$ cat src/rtl/pc_unit.sv
// pc_unit: registered program counter with a hardware return-address stack.
//
// Sits between the control FSM and the instruction BRAM; pc drives the BRAM
// address directly, so it comes straight from a flop.
//
// Ports:
//   clk          rising-edge clock
//   reset        synchronous, active-high; overrides stall and op
//   stall        1 = hold pc, stack pointer, stack contents and stack_err
//   op           0 INC, 1 JUMP, 2 BRANCH, 3 CALL, 4 RET, 5-7 behave as INC
//   cond         branch-taken qualifier (BRANCH only)
//   target       absolute target for JUMP / CALL
//   offset       two's-complement displacement for BRANCH
//   pc           current program counter
//   ret_addr     top-of-stack entry, 0 when the stack is empty
//   stack_full   stack holds STACK_DEPTH entries
//   stack_empty  stack holds no entries
//   stack_err    sticky overflow/underflow flag, cleared only by reset
module pc_unit #(
    parameter int               WIDTH        = 16,
    parameter int               STACK_DEPTH  = 8,
    parameter logic [WIDTH-1:0] RESET_VECTOR = '0
) (
    input  logic             clk,
    input  logic             reset,
    input  logic             stall,
    input  logic [2:0]       op,
    input  logic             cond,
    input  logic [WIDTH-1:0] target,
    input  logic [WIDTH-1:0] offset,
    output logic [WIDTH-1:0] pc,
    output logic [WIDTH-1:0] ret_addr,
    output logic             stack_full,
    output logic             stack_empty,
    output logic             stack_err
);

    localparam int SP_W  = $clog2(STACK_DEPTH + 1);
    localparam int IDX_W = (STACK_DEPTH > 1) ? $clog2(STACK_DEPTH) : 1;

    typedef enum logic [2:0] {
        OP_INC    = 3'd0,
        OP_JUMP   = 3'd1,
        OP_BRANCH = 3'd2,
        OP_CALL   = 3'd3,
        OP_RET    = 3'd4
    } op_e;

    logic [SP_W-1:0]  sp;
    logic [WIDTH-1:0] ras [STACK_DEPTH];
    logic [WIDTH-1:0] pc_inc;
    logic [IDX_W-1:0] push_idx;
    logic [IDX_W-1:0] top_idx;
    logic             do_push;

    assign pc_inc      = pc + WIDTH'(1);
    assign stack_full  = (sp == SP_W'(STACK_DEPTH));
    assign stack_empty = (sp == '0);

    // sp points at the next free slot; the top entry lives one below it.
    // Both indices are only used when they are in range (guarded by the
    // full/empty decodes), so truncating to the array index width is safe.
    assign push_idx = IDX_W'(sp);
    assign top_idx  = IDX_W'(sp - SP_W'(1));

    assign ret_addr = stack_empty ? '0 : ras[top_idx];

    assign do_push = !reset && !stall && (op == OP_CALL) && !stack_full;

    // Stack storage carries no reset: stale entries are unreachable once sp
    // is cleared, because ret_addr and RET both gate on stack_empty.
    always_ff @(posedge clk) begin
        if (do_push) begin
            ras[push_idx] <= pc_inc;
        end
    end

    always_ff @(posedge clk) begin
        if (reset) begin
            pc        <= RESET_VECTOR;
            sp        <= '0;
            stack_err <= 1'b0;
        end else if (!stall) begin
            case (op)
                OP_JUMP: begin
                    pc <= target;
                end
                OP_BRANCH: begin
                    // Modulo add of the two's-complement offset is a signed add.
                    pc <= cond ? (pc + offset) : pc_inc;
                end
                OP_CALL: begin
                    if (stack_full) begin
                        pc        <= pc_inc;
                        stack_err <= 1'b1;
                    end else begin
                        pc <= target;
                        sp <= sp + SP_W'(1);
                    end
                end
                OP_RET: begin
                    if (stack_empty) begin
                        pc        <= pc_inc;
                        stack_err <= 1'b1;
                    end else begin
                        pc <= ras[top_idx];
                        sp <= sp - SP_W'(1);
                    end
                end
                default: begin
                    pc <= pc_inc;
                end
            endcase
        end
    end

endmodule
$ cat config.mk
export PLATFORM = sky130hd
export DESIGN_NAME = pc_unit
export DESIGN_NICKNAME = d
export VERILOG_FILES = /design/src/rtl/pc_unit.sv
export SDC_FILE = /design/constraint.sdc
export NUM_CORES = 1
export LEC_CHECK = 0
export ABC_AREA = 1
export BUFFER_PORTS_ARGS = -buffer_cell sky130_fd_sc_hd__buf_2
export CAP_MARGIN = 0
export CORE_ASPECT_RATIO = 1.2
export CORE_MARGIN = 5
export CORE_UTILIZATION = 45
export DETAILED_ROUTE_END_ITERATION = 10
export PLACE_DENSITY = 0.69
export REMOVE_ABC_BUFFERS = 1
export SYNTH_ARGS = -nofsm -noshare
export SYNTH_HDL_FRONTEND = slang
export SYNTH_SLANG_ARGS = --single-unit
$ cat constraint.sdc
create_clock -name clk -period 4.5 [get_ports clk]
set_clock_uncertainty 0.15 [all_clocks]
set_input_delay 0 -clock clk [delete_from_list [all_inputs] [get_ports clk]]
set_output_delay 0 -clock clk [all_outputs]
set_load 0.02 [all_outputs]
==> results of run 1 <==
==> registers in the layout, indices dropped and copies added, names as in the netlist <==
| signal | count |
|---|---|
| ras | 128 |
| pc | 16 |
| sp | 4 |
| stack_err | 1 |
==> area by class of cell <==
type | instances | area [um^2]
clock buffer | 23 | 489
clock inverter | 9 | 53.8
fill | 1597 | 8180
inverter | 106 | 400
multi-input combinational | 639 | 3200
sequential | 149 | 4270
tap | 220 | 275
timing repair buffer | 111 | 711
==> per-stage QoR <==
| stage | area [um^2] | util, % | total power [mW] |
|---|---|---|---|
| after floorplan | 7850 | - | 1.94 |
| after global placement | 8610 | 49.0 | 2.13 |
| after detailed placement | 8610 | 49.0 | 2.14 |
| after CTS | 9390 | 53.4 | 3.44 |
| after global routing | 9390 | 53.4 | 3.58 |
| final | 9390 | 53.4 | 3.43 |
==> cells by family (layout without fill, tap and decap cells) <==
family          Yosys count  in the layout
simple gates            489            489
compound gates          117            117
fa+ha+maj                19             19
buf+inv                 139            249
flops                   149            149
xor+xnor                 14             14
==> how the worst max path moves through the flow <==
stage | cells past startpoint | from | slack [ns] | to
floorplan | 9 | sp[0] | -0.16 | ras[5][0]
global placement | 10 | sp[1] | 1.72 | ras[4][3]
detailed placement | 10 | sp[1] | 1.66 | ras[4][3]
CTS | 11 | sp[1] | 1.40 | pc[3]
global route | 12 | sp[1] | 1.14 | pc[11]
finish | 11 | sp[1] | 1.34 | pc[15]
==> power by group <==
part           leakage, nW  switching, mW  internal, mW  total (mW)
logic                 2.50          0.389         0.189       0.579
registers             1.34         0.0277          1.53        1.55
clock network        0.270          0.533         0.763        1.30
total                 4.11          0.950          2.48        3.43
==> routing by layer <==
layer | vias to the layer above | track usage (%) | part of all wire (%)
li1 | 3306 | - | -
met1 | 3138 | 27.0 | 39
met2 | 298 | 38.1 | 50
met3 | 57 | 3.09 | 7.0
met4 | 0 | 9.16 | 3.8
met5 | - | 0 | 0
==> cell usage in the layout, fill, tap and decap left out, types with 2 or more instances in the layout <==
| cell | instances |
|---|---|
| inv_2 | 11 |
| nand3_2 | 5 |
| nand4_1 | 17 |
| ha_1 | 18 |
| clkbuf_8 | 2 |
| and3_2 | 4 |
| xor2_1 | 10 |
| nand2_1 | 205 |
| buf_4 | 14 |
| nor3_1 | 6 |
| clkinv_2 | 5 |
| buf_2 | 73 |
| and2_1 | 3 |
| xnor2_1 | 3 |
| o211ai_2 | 7 |
| clkbuf_1 | 3 |
| a31oi_1 | 3 |
| nand2_2 | 2 |
| nor2_1 | 147 |
| o21ai_1 | 3 |
| dlygate4sd3_1 | 24 |
| clkbuf_16 | 18 |
| and3_1 | 7 |
| nor2_2 | 3 |
| nand3b_1 | 9 |
| o21ai_0 | 72 |
| a21oi_1 | 22 |
| edfxtp_1 | 128 |
| inv_1 | 94 |
| nor3_2 | 4 |
| nand3_1 | 76 |
| dfxtp_1 | 20 |
| o211ai_1 | 6 |
==> worst min-delay path, cell delays in order <==
cell     delay (ns)
buf_2          0.10
inv_1          0.04
nor2_1         0.07
nor2_1         0.16
nand3_1        0.10
nand2_1        0.06
inv_1          0.03
==> run summary, run 1 <==
port buffer count -> 73
Seq cells post-synth -> 149
main combinational cell family by area after synthesis -> simple AND/OR/NAND/NOR gates
number of synthesized flops with an enable pin -> 128
nets -> 1082
max-cap violations -> 0
Max Slew Vio Count -> 0
cell family contributing the most delay on the critical path -> buffers and inverters
FP Rows -> 53
CP peak stage delay -> 0.64 ns
CTS Buf Count -> 17
Fin. Hold Viols -> 0
RSZ-0062 raised after global routing -> false
type of the worst setup path -> register to register
DRT iter0 DRCs -> 512
GRT Util Overall -> 21.8%
Remaining DRCs -> 0
startpoint type of the worst setup path -> register
Top Ports -> 74
Vias/cell -> 5.41
Ys Warns -> 0
global-route wire length before repair -> 35400 um
Post-Synth XOR/XNOR Area -> 1.62%
WP data required -> 4.71 ns
r2r setup slk -> 1.34 ns
final worst path period need -> 3.16 ns
slowest stage cell, crit path -> ha_1
largest net degree at the start of global routing -> 72
Initial Util -> 45.8%
P_leak -> 4.11 nW
R2R depth -> 11
Slew HR -> 39.4%
vias in the first global route -> 6638
router iterations before antenna repair -> 7
Yosys top cell area share -> 47.8%
Final ANT Viol Nets -> 0
hold_ws -> 0.0521 ns
Worst EP arrival -> 3.37 ns
crit end category -> register
H-tree levels -> 4
Mapped Area -> 8040 um^2
Finished Layout Cells -> 1257
Root Driver -> clkbuf_16
Yosys top cell by area -> edfxtp_1
setup TNS -> 0 ns
hold_sp -> target[9]
DR WL/cell -> 17.7 um
CP most frequent cell -> nor2_1
post-synthesis mux area share -> 0%
Core ar. -> 17600 um^2
worst hold path endpoint -> pc[9]
n_diodes -> 0
R2R Path Start -> sp[1]
sequential element share of the synthesized area -> 53.0%
Clock Latency Late Sink -> 0.41 ns
post-synthesis simple-gate area fraction -> 26.4%
Die Area -> 20700 um^2
Mapped Cells -> 927
Clock Tree Buf Depth -> 2
gr ovfl total -> 0
Synth top cells by count -> nand2_1, nor2_1, edfxtp_1
Tcrit/Tclk final -> 70.3%
CP Max Fanout -> 19
Resize count post-CTS -> 0
share of cells above drive strength 1 -> 15.2%
Worst VDD drop -> 0.253 mV
Cell variety after synth -> 40
main flop type after synthesis -> edfxtp_1
vias -> 6799
top-count cell post-synth -> nand2_1
final wirelength -> 22200 um
cells taking the most area after synthesis -> edfxtp_1, nand2_1, nor2_1
Crit Reg-Reg Endpoint -> pc[15]
hold depth -> 7
Post-Syn Area per Cell -> 8.67 um^2
clock tree from TritonCTS -> built
Sink Count -> 149
initial antenna violation count -> 0
clk slew on worst S/H paths -> 0.06 ns
Critical Path, Cell by Cell -> inv_1, ha_1, inv_2, nor2_1, o21ai_0, nand3_1, nand4_1, nand2_1, nor2_1, a21oi_1, dlygate4sd3_1
Synth Area in Compound Gates -> 8.47%
Post-CTS Hold Fix Bufs -> 24
post-CTS setup buffers -> 0
Pwr Density -> 365 nW/um^2
Final WS setup -> 1.34 ns
final setup fails -> 0
Worst-Margin Slew -> 0.904 ns
DP Cell Count -> 1201
Final Wtd Congestion -> 0.990
die height -> 156 um
Area Overhead vs Synth -> 16.8%
status -> completed
dpl ws -> 1.66 ns
Post-Synth Adder-Cell Area -> 3.05%
Hold WC Path Type -> input pin to register
Chip Width -> 132 um
fmax -> 0.316 GHz
Synth async-reset ratio -> 0%
hpwl dp -> 15700 um
Bufs and invs on worst path -> 3
(Power assumes the default switching activity.)
==> inputs of run 2 (changes only) <==
--- a/config.mk
+++ b/config.mk
@@ -12,7 +12,7 @@
 export CORE_MARGIN = 5
 export CORE_UTILIZATION = 45
 export DETAILED_ROUTE_END_ITERATION = 10
-export PLACE_DENSITY = 0.69
+export PLACE_DENSITY = 0.72
 export REMOVE_ABC_BUFFERS = 1
 export SYNTH_ARGS = -nofsm -noshare
 export SYNTH_HDL_FRONTEND = slang
==> constraint.sdc (replaced) <==
create_clock -name clk -period 2.7 [get_ports clk]
set_clock_uncertainty 0.15 [all_clocks]
set_input_delay 0 -clock clk [delete_from_list [all_inputs] [get_ports clk]]
set_output_delay 0 -clock clk [all_outputs]
set_load 0.02 [all_outputs]
==> run summary, run 2 (synthesis gave the netlist of run 1 again) <==
Clock Tree Buf Depth -> 2 (unchanged)
largest registers -> ras (128), pc (16), sp (4)
GRT Util Overall -> 21.1% (-0.63 points)
startpoint type of the worst setup path -> register
M1 WL -> 9260 um (+6.7%)
Slew HR -> 53.6% (+14 points)
Final Wtd Congestion -> 0.953 (-3.7%)
met2 wire len -> 10800 um (-3.5%)
hold depth -> 4 (-3)
max-cap violations -> 0 (unchanged)
DRT iter0 DRCs -> 479 (-6.4%)
type of the worst setup path -> register to register
setup TNS -> 0 ns (unchanged)
Sink Count -> 149 (unchanged)
crit end category -> register
dpl ws -> 0.377 ns (-1.28 ns)
met3 routed WL -> 1200 um (-23%)
R2R depth -> 11 (unchanged)
gr ovfl total -> 0 (unchanged)
largest net degree at the start of global routing -> 72 (unchanged)
Area Overhead vs Synth -> 18.6%
final wirelength -> 22000 um (-1.2%)
max FFs per register -> 128 (unchanged)
Tcrit/Tclk final -> 94.8% (+24 points)
commonest non-fill, non-tap cell in the layout -> nand2_1
FP Rows -> 53 (unchanged)
slowest stage cell, crit path -> dlygate4sd3_1
most frequent cells in the layout -> nand2_1, nor2_1, edfxtp_1, inv_1, nand3_1
Max Slew Vio Count -> 0 (unchanged)
Chip Width -> 132 um (unchanged)
vias -> 6838 (+0.57%)
Worst VDD drop -> 0.417 mV (+65%)
area of the multi-input gates -> 3200 um^2 (about the same)
CTS Buf Count -> 17 (unchanged)
Power Total -> 5.86 mW (+71%)
Final WS setup -> 0.140 ns (-1.20 ns)
port buffer count -> 73 (unchanged)
nets -> 1093 (+1.0%)
Vias/cell -> 5.39 (-0.30%)
Fin. Hold Viols -> 0 (unchanged)
status -> completed
Root Driver -> clkbuf_16
Initial Util -> 45.8% (unchanged)
clock tree from TritonCTS -> built
Critical Path, Cell by Cell -> inv_1, ha_2, buf_6, nor2_1, o21ai_0, nand3_1, nand4_1, nand2_1, nor2_1, a21oi_1, dlygate4sd3_1
RSZ-0062 raised after global routing -> false
CP peak stage delay -> 0.56 ns (-0.08 ns)
FILL cells -> 1555 (-2.6%)
CP Max Fanout -> 12 (-7)
router iterations before antenna repair -> 5 (-2)
Clock Latency Late Sink -> 0.42 ns (about the same)
Top reg by flops -> ras
global-route wire length before repair -> 34400 um (-2.7%)
WP data required -> 2.86 ns (-1.85 ns)
CP most frequent cell -> nor2_1
die height -> 156 um (unchanged)
Register Area -> 4270 um^2 (+0.18%)
fmax -> 0.391 GHz (+24%)
Final ANT Viol Nets -> 0 (unchanged)
Die Area -> 20700 um^2 (unchanged)
P_leak -> 4.17 nW (+1.4%)
share of cells above drive strength 1 -> 16.9% (+1.7 points)
initial antenna violation count -> 0 (unchanged)
Remaining DRCs -> 0 (unchanged)
Top Ports -> 74 (unchanged)
Worst EP arrival -> 2.72 ns (-0.65 ns)
Worst-Margin Slew -> 0.695 ns (-0.209 ns)
n_diodes -> 0 (unchanged)
DR WL/cell -> 17.3 um (-2.1%)
Hold WC Path Type -> input pin to register
final worst path period need -> 2.56 ns (-0.605 ns)
clk slew on worst S/H paths -> 0.06 ns (about the same)
vias in the first global route -> 6551 (-1.3%)
Top Layer Used -> met4
final setup fails -> 0 (unchanged)
Pwr Density -> 614 nW/um^2 (+68%)
hpwl dp -> 15400 um (-1.8%)
H-tree levels -> 4 (unchanged)
Core ar. -> 17600 um^2 (unchanged)
==> run 2: changes by cell type in the layout (fill, tap and decap cells not counted), sizes merged <==
| cell | change |
|---|---|
| clkinvlp | +4 |
| inv | +1 |
| buf | +12 |
| clkbuf | -3 |
| bufinv | +2 |
| dlygate4sd3 | -1 |
| clkinv | -4 |
==> run 2: per-stage QoR <==
step	instance area (um^2)	cells	util [%]	hold WS, ns
global placement	8670	1209	49.3	0.171
detailed placement	8670	1209	49.3	0.175
CTS	9470	1264	53.9	0.00712
floorplan	7850	894	-	-0.0776
global route	9540	1268	54.3	0.0627
finish	9540	1268	54.3	0.0321
==> run 2: timing repair <==
action,4_1_cts,5_1_grt
endpoints found under the hold margin,17,0
buffers inserted,0,4
gates resized for setup,0,13
hold buffers,23,0
endpoints found under the setup margin,0,11
==> run 2: area by class of cell <==
cell class                      instances  share of cell area, %
Sequential cell                       149                   44.8
Multi-Input combinational cell        639                   33.5
Timing Repair Buffer                  122                   8.58
Clock buffer                           20                   4.58
Inverter                              106                   4.22
Tap cell                              220                   2.89
Clock inverter                         12                   1.39
==> run 2: layer usage <==
metal / up-vias / global-route usage (%)
li1: 3321 / -
met1: 3208 / 26.5
met2: 266 / 36.1
met3: 43 / 3.34
met4: 0 / 9.70
met5: - / 0
==> run 2: path summary, 6_finish.rpt <==
kind	from	to	slack [ns]
setup / recovery	sp[1]	pc[15]	0.14
hold / removal	op[2]	sp[2]	0.03
setup reg to reg	sp[1]	pc[15]	0.14
hold reg to reg	sp[3]	sp[3]	0.38
==> run 2: power by group <==
| part | internal, mW | leakage [nW] | switching (mW) |
|---|---|---|---|
| registers | 2.55 | 1.34 | 0.0429 |
| clock network | 1.36 | 0.261 | 0.924 |
| logic | 0.331 | 2.56 | 0.654 |
==> run 2: critical path, delay by kind of cell, from the launching register on <==
kind / cells / cell delay, ns
simple gates: 5 / 0.48
buf+inv: 3 / 0.84
flops: 1 / 0.40
fa+ha+maj: 1 / 0.40
compound gates: 2 / 0.17
